**config.mk**
```make
export PLATFORM = sky130hd
export DESIGN_NAME = sys_ctrl
export DESIGN_NICKNAME = d
export VERILOG_FILES = /design/src/rtl/sys_ctrl_pkg.sv /design/src/rtl/sys_ctrl_ce_div.sv /design/src/rtl/sys_ctrl.sv
export SDC_FILE = /design/constraint.sdc
export NUM_CORES = 1
export LEC_CHECK = 0
export CAP_MARGIN = 40
export CORE_MARGIN = 2
export CORE_UTILIZATION = 45
export DETAILED_ROUTE_END_ITERATION = 10
export PLACE_DENSITY = 0.66
export SKIP_LAST_GASP = 1
export SLEW_MARGIN = 25
export SYNTH_ARGS = -nofsm -noshare
export SYNTH_HDL_FRONTEND = slang
export SYNTH_SLANG_ARGS = --single-unit
```
**constraint.sdc**
```tcl
create_clock -name clk -period 4.4 [get_ports clk]
set_input_delay 0.66 -clock clk [delete_from_list [all_inputs] [get_ports clk]]
set_output_delay 0.66 -clock clk [all_outputs]
set_load 0.02 [all_outputs]
```
**src/rtl/sys_ctrl_pkg.sv**
```systemverilog
// Shared constants and state encoding for the Game Boy system controller.
package sys_ctrl_pkg;

    localparam logic [7:0] CMD_HALT   = 8'h48;
    localparam logic [7:0] CMD_RUN    = 8'h52;
    localparam logic [7:0] CMD_STEP   = 8'h53;
    localparam logic [7:0] CMD_RESET  = 8'h58;
    localparam logic [7:0] CMD_STATUS = 8'h3F;

    localparam logic [7:0] ACK = 8'h06;
    localparam logic [7:0] NAK = 8'h15;

    typedef enum logic [2:0] {
        ST_WAIT,
        ST_RESET,
        ST_RUN,
        ST_HALT,
        ST_STEP_ARG,
        ST_STEP
    } state_t;

endpackage

```
**src/rtl/sys_ctrl_ce_div.sv**
```systemverilog
// Free-running 2^DIV_2N divider; tick is high for one clk when the count is all-ones.
module ce_div #(
    parameter int DIV_2N = 6
) (
    input  logic clk,
    input  logic rst_n,
    output logic tick
);

    logic [DIV_2N-1:0] cnt;

    // NOTE: sequential state uses non-blocking assignments so every register
    // samples pre-edge values, independent of statement order.
    always_ff @(posedge clk) begin
        if (!rst_n) cnt <= '0;
        else        cnt <= cnt + 1'b1;
    end

    assign tick = &cnt;

endmodule

```
**src/rtl/sys_ctrl.sv**
```systemverilog
// Core reset sequencer, core clock-enable gate and single-byte debug command
// executor with a one-entry acknowledge buffer toward the UART transmitter.
module sys_ctrl
    import sys_ctrl_pkg::*;
#(
    parameter int DIV_2N       = 6,
    parameter int RST_WAIT     = 3840,
    parameter int RST_LEN      = 255,
    parameter bit START_HALTED = 1'b0
) (
    input  logic       clk,
    input  logic       rst_n,
    input  logic       rx_valid,
    input  logic [7:0] rx_byte,
    output logic       tx_valid,
    input  logic       tx_ready,
    output logic [7:0] tx_byte,
    output logic       gb_rst,
    output logic       gb_ce,
    output logic       halted
);

    localparam int SEQ_MAX = (RST_WAIT > RST_LEN) ? RST_WAIT : RST_LEN;
    localparam int SEQ_W   = (SEQ_MAX > 1) ? $clog2(SEQ_MAX) : 1;
    localparam logic [SEQ_W-1:0] WAIT_LAST = SEQ_W'(RST_WAIT - 1);
    localparam logic [SEQ_W-1:0] LEN_LAST  = SEQ_W'(RST_LEN - 1);
    localparam state_t POST_RESET = START_HALTED ? ST_HALT : ST_RUN;

    state_t           state, state_nx;
    logic [SEQ_W-1:0] seq_cnt, seq_nx;
    logic [7:0]       step_rem, step_nx;
    logic             tick;
    logic             ovf;
    logic             ack_new;
    logic [7:0]       ack_byte;
    logic [7:0]       status;

    ce_div #(.DIV_2N(DIV_2N)) u_ce_div (
        .clk   (clk),
        .rst_n (rst_n),
        .tick  (tick)
    );

    assign gb_ce  = tick && (state == ST_RESET || state == ST_RUN || state == ST_STEP);
    assign gb_rst = (state == ST_RESET);
    assign halted = (state == ST_HALT);
    assign status = {3'b000, ovf, state == ST_STEP, state == ST_RESET,
                     state == ST_WAIT, state == ST_HALT};

    // NOTE: every output of this block gets a default first, so no path can
    // leave a value unassigned and infer a latch.
    always_comb begin
        state_nx = state;
        seq_nx   = '0;
        step_nx  = step_rem;
        ack_new  = 1'b0;
        ack_byte = NAK;

        case (state)
            ST_WAIT:  if (seq_cnt == WAIT_LAST) state_nx = ST_RESET;
                      else                      seq_nx   = seq_cnt + 1'b1;
            ST_RESET: if (seq_cnt == LEN_LAST)  state_nx = POST_RESET;
                      else                      seq_nx   = seq_cnt + 1'b1;
            ST_STEP:  if (gb_ce) begin
                          step_nx = step_rem - 1'b1;
                          if (step_rem == 8'd1) state_nx = ST_HALT;
                      end
            default: ;
        endcase

        // A command overrides the autonomous progression above.
        if (rx_valid) begin
            ack_new = 1'b1;
            if (state == ST_STEP_ARG) begin
                ack_byte = ACK;
                if (rx_byte == 8'd0) state_nx = ST_HALT;
                else begin
                    state_nx = ST_STEP;
                    step_nx  = rx_byte;
                end
            end else begin
                case (rx_byte)
                    CMD_HALT:   if (state == ST_RUN || state == ST_STEP) begin
                                    state_nx = ST_HALT;
                                    ack_byte = ACK;
                                end
                    CMD_RUN:    if (state == ST_HALT) begin
                                    state_nx = ST_RUN;
                                    ack_byte = ACK;
                                end
                    CMD_STEP:   if (state == ST_HALT) begin
                                    state_nx = ST_STEP_ARG;
                                    ack_new  = 1'b0;
                                end
                    CMD_RESET:  begin
                                    state_nx = ST_RESET;
                                    seq_nx   = '0;
                                    ack_byte = ACK;
                                end
                    CMD_STATUS: ack_byte = status;
                    default: ;
                endcase
            end
        end
    end

    always_ff @(posedge clk) begin
        if (!rst_n) begin
            state    <= ST_WAIT;
            seq_cnt  <= '0;
            step_rem <= '0;
            tx_valid <= 1'b0;
            tx_byte  <= '0;
            ovf      <= 1'b0;
        end else begin
            state    <= state_nx;
            seq_cnt  <= seq_nx;
            step_rem <= step_nx;
            // The slot is free if empty or being drained this cycle.
            if (ack_new && (!tx_valid || tx_ready)) begin
                tx_valid <= 1'b1;
                tx_byte  <= ack_byte;
            end else begin
                if (ack_new)  ovf      <= 1'b1;
                if (tx_ready) tx_valid <= 1'b0;
            end
        end
    end

endmodule

```
### Word level (Yosys, flattened, before mapping)

Cells that the tools add are included.

* $add $sub $neg: 3
* eq/ne operators: 13
* muxes and demuxes: 34
* bitwise logic cells: 1
* reductions and logical operators: 12

Operators by type and width (count)
* $mux 12: 5
* $mux 8: 5
* $eq 8x7->1 const B: 4
* $mux 3: 10
* $pmux 12 s2: 1
* $mux 5: 4
* $pmux 5 s4: 1
* $add 12x1->12 const B: 1
* $eq 12x12->1 const B: 1
* $eq 12x8->1 const B: 1
* $pmux 3 s4: 1
* $pmux 3 s3: 1
* $eq 8x1->1 const B: 1
* $eq 8x6->1 const B: 1
* $logic_not 8->1: 1
* $sub 8x1->8 const B: 1
* $add 6x1->6 const B: 1
* $eq 3x2->1 const B: 2
* $eq 3x3->1 const B: 2
* $mux 1: 6
* $reduce_and 6->1: 1
* $logic_or 1x1->1: 4
* $eq 3x1->1 const B: 1
* $logic_not 3->1: 1
* other kinds (5): 6

* bits in registers: 39
* bits of input ports: 12

### Logic depth before layout (Yosys ltp)

Gate-level depths: netlist (run 1).

* depth after elaboration: 10
* depth in mapped cells: 8
* gate-level depth less buffers: 7

### Modules after synthesis

A second synthesis (run 1) with hierarchy kept.

* cell total of the unflattened synthesis: 243
* area total of the unflattened synthesis: 2093.3 µm²

Modules (own cells, without submodules)
* sys_ctrl: times used 1, cells an instance 219, area an instance 1858.0 µm², seq. area each 600.6 µm²
* ce_div: times used 1, cells an instance 24, area an instance 235.2 µm², seq. area each 120.1 µm²

### Worst setup path after synthesis (run 1)

Ideal clock, no wire load.

* path kind: register to output
* from: reg state[1]
* to: out gb_ce
* arrival: 1.313 ns
* setup slack: 2.427 ns
* cell stages (with the launch flop): 5
* path through: dfxtp_1 > buf_2 > nor3b_1 > a21oi_1 > nor3_1

* longest elaborated chain between the ends: 4

RTL lines
* start: declaration: RTL line sys_ctrl.sv:29 `state_t state, state_nx;`
* start signal: assignment: RTL line sys_ctrl.sv:116 `state <= state_nx;`
* $eq 3x1->1 or $eq 3x2->1 (tied branches): RTL line sys_ctrl.sv:44 `assign gb_ce = tick && (state == ST_RESET || state == ST_RUN || state == ST_STEP);`
* $logic_or 1x1->1: RTL line sys_ctrl.sv:44
* $logic_or 1x1->1 (*): RTL line sys_ctrl.sv:44
* $logic_and 1x1->1 (*): RTL line sys_ctrl.sv:44
* end: declaration: RTL line sys_ctrl.sv:19 `output logic gb_ce,`

Mark *: on every way between the ends. The rest lies on a longest branch, timed or not.

### Worst setup path in the final report (run 1)

* from: reg state[0]
* to: out gb_rst

* longest elaborated chain between the ends: 1

RTL lines
* $eq 3x1->1: RTL line sys_ctrl.sv:45 `assign gb_rst = (state == ST_RESET);`
* end: declaration: RTL line sys_ctrl.sv:18 `output logic gb_rst,`

Every way passes these cells.

==> summary.md, run 1 <==
| Metric | Value |
|---|---|
| Outcome | `finished clean` |
| Layout fillers | `433` |
| Die outline area | `0.00515 sq mm` |
| Crit. End Element | `output port` |
| Average cell area after synthesis | `8.14 sq um` |
| Final WL | `4.53 mm` |
| Most frequent standard cell in the layout excluding fill and tap cells | `dfxtp_1` |
| Yosys warning total | `0` |
| Area of the core | `0.00438 sq mm` |
| Number of synthesized flops with an enable pin | `0` |
| Endpoint of the most critical register-to-register path | `step_rem[1]` |
| Overall overflow remaining after global route | `0` |
| Async set or reset register ratio after synthesis | `0%` |
| Req. time, crit path | `3.74 ns` |
| Synth unique cells | `55` |
| Worst-Skew Late Latency | `0.29 ns` |
| Average vias per placed instance | `5.48` |
| Io pins | `24` |
| Setup WS post-layout | `1.58 ns` |
| Clock Skews | `0.00344 ns` |
| Delay contributed by the slowest stage of the critical path | `0.67 ns` |
| Busiest layer in global routing | `met2` |
| Global-route track usage on met1 | `26.2%` |
| Layout overhead on the synthesized area | `15.0%` |
| Sequential cell area | `721 sq um` |
| Avg WL per Cell | `13.9 um` |
| Routed via count | `1781` |
| Reg-to-reg startpoint | `state[0]` |
| Final hold violation count | `0` |
| Max-slew headroom | `54.9%` |
| Met3 usage in global routing | `4.64%` |
| Worst setup path class | `reg -> out` |
| Worst Setup EP | `gb_rst` |
| Setup bufs post-CTS | `0` |
| Highest-count cells in the layout ignoring fill and taps | `dfxtp_1, nand2_1, nor2_1` |
| Width of the chip | `71.8 um` |
| Site row count | `24` |
| Global Route met2 Usage | `27.6%` |
| CTS tree | `built` |
| IR Drop Worst-Case VDD | `0.158 mV` |
| Arrival time at the worst endpoint | `2.16 ns` |
| Pre-CTS worst setup slack | `1.73 ns` |
| Iter 0 DRT Violations | `112` |
| Share of cells above drive strength 1 | `6.23%` |
| Period utilization | `64.1%` |
| Number of hold buffers added after CTS | `0` |
| Detailed-routing iteration count for the pre-antenna-repair pass | `4` |
| Post-synth design cell area | `0.00207 sq mm` |
| Number of synthesized register bits | `36` |
| Number of global-route vias before repair | `1674` |
| Classification of the worst-slack hold path | `reg -> reg` |
| Final count of negative-setup-slack endpoints | `0` |
| Number of antenna violations at the first check in global routing | `0` |
| Startpoint of the worst setup timing path | `state[0]` |
| Placed wire-length estimate | `3.34 mm` |
| Total clock buffers created by CTS | `5` |
| Clock root buffer | `clkbuf_8` |
| Post-layout net count | `289` |
| Number of H-tree levels | `2` |
| Area of the multi-input gates | `0.00125 sq mm` |
| Startpoint of the most critical hold path | `u_ce_div.cnt[0]` |
| Count of unresolved DRC violations after routing | `0` |
| Maximum achievable frequency | `0.355 GHz` |
| Bufs on Longest Clock Path | `2` |
| # resized after CTS | `0` |
| Largest net degree at the start of global routing | `20` |
| Die Y | `71.8 um` |
| Power density over the cells | `274 mW/mm^2` |
| Number of diodes added for antenna fixing | `0` |
| Static leakage | `0.837 nW` |
| Logic depth of the worst register-to-register path | `4` |
| Crit path cell chain | `inv_1 -> nor3_1 -> clkdlybuf4s50_1` |
| Total of max-cap violations | `0` |
| Final min period | `2.82 ns` |
| Final count of pins violating max slew | `0` |
| Global-route wire length before repair | `7.66 mm` |
| Worst Setup Start Kind | `flop` |
| Critical path fanouts, max | `17` |
| Initial cell density of the core | `47.2%` |
| Clk slew on worst S/H paths | `0.07 ns` |
| Total chip power | `0.000652 W` |
| Global-route usage over all layers | `18.8%` |
| R2R Setup Slk | `2.40 ns` |
| Worst slew pin tran | `0.672 ns` |
| Placer's final routability congestion estimate | `0.888` |
| Antenna Nets Post-Route | `0` |
| Critical path's slowest cell | `dfxtp_1` |
| Sinks on Clock Net | `36` |
| Total Negative Setup Slacks | `0 ns` |
| Port Buf Inserts | `20` |
| Gate count after technology mapping | `254` |
| Sequential-to-total area share from yosys stat | `34.8%` |
| Most used flip-flop cell after synthesis | `dfxtp_1` |
| RSZ-0062 raised after global routing | `no` |
## power breakdown
| part | total, W | internal, W | leakage (nW) | switching [W] |
|---|---|---|---|---|
| combinational | 0.0000654 | 0.0000295 | 0.493 | 0.0000359 |
| clock | 0.000245 | 0.000125 | 0.0510 | 0.000120 |
| sequential | 0.000341 | 0.000335 | 0.293 | 0.00000616 |
| total | 0.000652 | 0.000489 | 0.837 | 0.000163 |
## cell type report
class | instances | share of cell area (%)
Sequential cell | 36 | 30.3
Timing Repair Buffer | 22 | 8.94
Multi-Input combinational cell | 198 | 52.7
Inverter | 9 | 1.42
Clock inverter | 2 | 0.421
Clock buffer | 6 | 3.47
Tap cell | 52 | 2.74
## per-layer routing
layer	wire, um	part of all wire (%)	vias up
met4	44	0.97	0
met1	2360	52	813
li1	-	-	922
met5	0	0	-
met2	1900	42	42
met3	226	5.0	4
## critical path: cells and delay by family (launching register included)
family / cells / cell delay [ns]
buf+inv: 2 / 0.85
flops: 1 / 0.67
simple gates: 1 / 0.34
## Yosys cell counts, types with 3 or more instances
library cell  number  share of area [%]
and2_1             4                1.2
o21ai_0            7                1.7
nand2b_1           3               0.91
o21ai_1            7                1.7
nor3_1            10                2.4
buf_2              6                1.5
clkbuf_1           4               0.73
nand4_1            4                1.2
nand3_1           14                3.4
nor2_1            24                4.4
inv_1              9                1.6
nor2b_1            8                2.4
nand4b_1           3                1.3
dfxtp_1           36                 35
buf_4              3                1.1
nand2_1           29                5.3
and3_1             3               0.91
xnor2_1            8                3.4
ha_1               5                3.0
xor2_1            13                5.5
a21oi_1            8                1.9
a31oi_1            3               0.91
## per-stage QoR
stage | hold WS [ns] | utilization, % | area, sq um | instances
4_1_cts | 0.456 | 54.3 | 2380 | 325
5_1_grt | 0.472 | 54.3 | 2380 | 325
6_report | 0.454 | 54.3 | 2380 | 325
2_1_floorplan | 0.413 | - | 2080 | 256
3_3_place_gp | 0.433 | 52.0 | 2280 | 316
3_5_place_dp | 0.445 | 52.1 | 2290 | 317
## worst min path at each step
| stage | end | slack, ns | cells after the start |
|---|---|---|---|
| global route | u_ce_div.cnt[0] | 0.47 | 1 |
| finish | u_ce_div.cnt[0] | 0.45 | 1 |
| global placement | u_ce_div.cnt[0] | 0.43 | 1 |
| CTS | u_ce_div.cnt[0] | 0.46 | 1 |
| detailed placement | u_ce_div.cnt[0] | 0.44 | 1 |
| floorplan | u_ce_div.cnt[0] | 0.41 | 1 |
## cell families after synthesis
kind of cell | count (synthesis) | share of synthesized area [%]
simple gates | 120 | 31.8
xor+xnor | 21 | 8.89
buf+inv | 22 | 4.90
flops | 36 | 34.8
fa+ha+maj | 5 | 3.02
mux | 2 | 1.03
other cells | 1 | 0.181
compound gates | 47 | 15.4
## sequential cells by signal, indices dropped and copies added (netlist names)
name          cells
seq_cnt          12
ovf               1
state             3
step_rem          8
u_ce_div.cnt      6
tx_byte           5
tx_valid          1
Note: power is estimated with default switching activity, not from simulation.
==> run 2, diff against run 1 <==
PLACE_DENSITY = 0.69   (was 0.66)
clock period = 2.52 ns   (was 4.4 ns; I/O delays follow)
==> summary.md, run 2 (same netlist as run 1, synthesis figures left out) <==
| Metric | Value |
|---|---|
| Final count of pins violating max slew | `0` |
| Instance count along the most critical hold path | `1` |
| Setup bufs post-CTS | `0` |
| Placed wire-length estimate | `3.40 mm` |
| Busiest layer in global routing | `met1` |
| Final WL | `4.42 mm` |
| Width of the chip | `71.8 um` |
| Average vias per placed instance | `5.60` |
| CTS tree | `built` |
| Setup WS post-layout | `0.160 ns` |
| Placer's final routability congestion estimate | `0.979` |
| Avg WL per Cell | `13.4 um` |
| Classification of the worst-slack hold path | `reg -> reg` |
| Total Negative Setup Slacks | `0 ns` |
| Pre-CTS worst setup slack | `0.209 ns` |
| Die outline area | `0.00515 sq mm` |
| Reg-to-reg startpoint | `step_rem[0]` |
| Leading registers by flop count | `seq_cnt (12), step_rem (8), u_ce_div.cnt (6)` |
| Layout overhead on the synthesized area | `17.8%` |
| Crit. End Element | `output port` |
| Final count of negative-setup-slack endpoints | `0` |
| IR Drop Worst-Case VDD | `0.239 mV` |
| Number of global-route vias before repair | `1558` |
| Number of H-tree levels | `2` |
| Max FFs per register | `12` |
| Iter 0 DRT Violations | `115` |
| Filler-free cell count of the finished design | `330` |
| Largest Register | `seq_cnt` |
| Worst Setup Start Kind | `flop` |
| Number of antenna violations at the first check in global routing | `0` |
| Maximum achievable frequency | `0.424 GHz` |
| Critical path fanouts, max | `10` |
| Area of the core | `0.00438 sq mm` |
| Global-route wire length before repair | `7.46 mm` |
| Routed via count | `1848` |
| Req. time, crit path | `2.14 ns` |
| Port Buf Inserts | `20` |
| Met3 usage in global routing | `3.80%` |
| Global-route track usage on met1 | `27.0%` |
| Antenna Nets Post-Route | `0` |
| R2R Setup Slk | `0.56 ns` |
| Largest net degree at the start of global routing | `14` |
| Final hold violation count | `0` |
| Clock root buffer | `clkbuf_8` |
| Logic depth of the worst register-to-register path | `6` |
| Share of cells above drive strength 1 | `7.91%` |
| Outcome | `finished clean` |
| Period utilization | `93.6%` |
| Total clock buffers created by CTS | `5` |
| Highest-count cells in the layout ignoring fill and taps | `dfxtp_1, nand2_1, nor2_1` |
| Arrival time at the worst endpoint | `1.98 ns` |
| Count of unresolved DRC violations after routing | `0` |
| Static leakage | `0.867 nW` |
| Worst-Skew Late Latency | `0.29 ns` |
| Final min period | `2.36 ns` |
| Site row count | `24` |
| Worst slew pin tran | `0.527 ns` |
| Initial cell density of the core | `47.2%` |
| Instance count after placement with tap cells included | `322` |
| Hold Crit Endpoint | `u_ce_div.cnt[0]` |
| Endpoint of the most critical register-to-register path | `state[2]` |
| Sinks on Clock Net | `36` |
| Total of max-cap violations | `0` |
| Post-layout net count | `294` |
| Bufs on Longest Clock Path | `2` |
| # resized after CTS | `0` |
| RSZ-0062 raised after global routing | `no` |
| Global-route usage over all layers | `18.2%` |
| Power density over the cells | `496 mW/mm^2` |
| Startpoint of the most critical hold path | `u_ce_div.cnt[0]` |
| Number of hold buffers added after CTS | `0` |
| Worst setup path class | `reg -> out` |
| Max-slew headroom | `64.7%` |
| Detailed-routing iteration count for the pre-antenna-repair pass | `5` |
| Io pins | `24` |
| Most frequent standard cell in the layout excluding fill and tap cells | `dfxtp_1` |
| Clock Skews | `0.00407 ns` |
| Global Route met2 Usage | `25.7%` |
| Number of diodes added for antenna fixing | `0` |
| Die Y | `71.8 um` |
| Clk slew on worst S/H paths | `0.07 ns` |
| Overall overflow remaining after global route | `0` |
## run 2: changes by cell type in the layout (fill, tap and decap cells not counted), sizes merged
| cell | previous run | this run |
|---|---|---|
| clkinvlp | 0 | 1 |
| clkinv | 2 | 1 |
| bufinv | 0 | 1 |
| buf | 2 | 7 |
| clkbuf | 6 | 5 |
## run 2: final cells by class
class | instances | area, sq um
multi-input cells | 198 | 1250
fillers | 417 | 1950
repair buffers | 27 | 253
clock buffers | 5 | 68.8
clock inverters | 3 | 42.5
inverters | 9 | 33.8
flip-flops and latches | 36 | 721
well taps | 52 | 65.1
## run 2: per-layer routing
layer | vias to the layer above | wire, um
met2 | 67 | 1830
met1 | 832 | 2230
met5 | - | 0
met4 | 0 | 84
met3 | 9 | 268
li1 | 940 | -
## run 2: worst max-delay path by stage
| stage | from | to | slack, ns | cells past startpoint |
|---|---|---|---|---|
| after floorplan | step_rem[0] | state[2] | 0.74 | 6 |
| after global placement | rx_byte[4] | tx_byte[2] | 0.24 | 6 |
| after detailed placement | rx_byte[1] | tx_byte[2] | 0.21 | 6 |
| after CTS | state[2] | gb_ce | 0.17 | 4 |
| after global routing | state[2] | gb_ce | 0.03 | 4 |
| final | state[2] | gb_ce | 0.16 | 4 |
## run 2: report_power, final
group,internal [W],total [W],switching (W)
logic,0.0000520,0.000115,0.0000628
registers,0.000584,0.000596,0.0000111
clock network,0.000292,0.000498,0.000205
## run 2: critical path, stage by stage (launching register included)
cell and delay [ns]:
dfxtp_1 0.41, nor3b_1 0.38, a21oi_1 0.07, nor3_1 0.18, clkdlybuf4s50_1 0.64
## run 2: stage by stage
| stage | instance area (sq um) | util, % | power (W) | hold WS (ns) |
|---|---|---|---|---|
| 2_1_floorplan | 2080 | - | 0.000676 | 0.413 |
| 3_3_place_gp | 2330 | 53.1 | 0.000722 | 0.430 |
| 3_5_place_dp | 2330 | 53.1 | 0.000722 | 0.435 |
| 4_1_cts | 2440 | 55.6 | 0.00122 | 0.446 |
| 5_1_grt | 2440 | 55.6 | 0.00126 | 0.463 |
| 6_report | 2440 | 55.6 | 0.00121 | 0.448 |
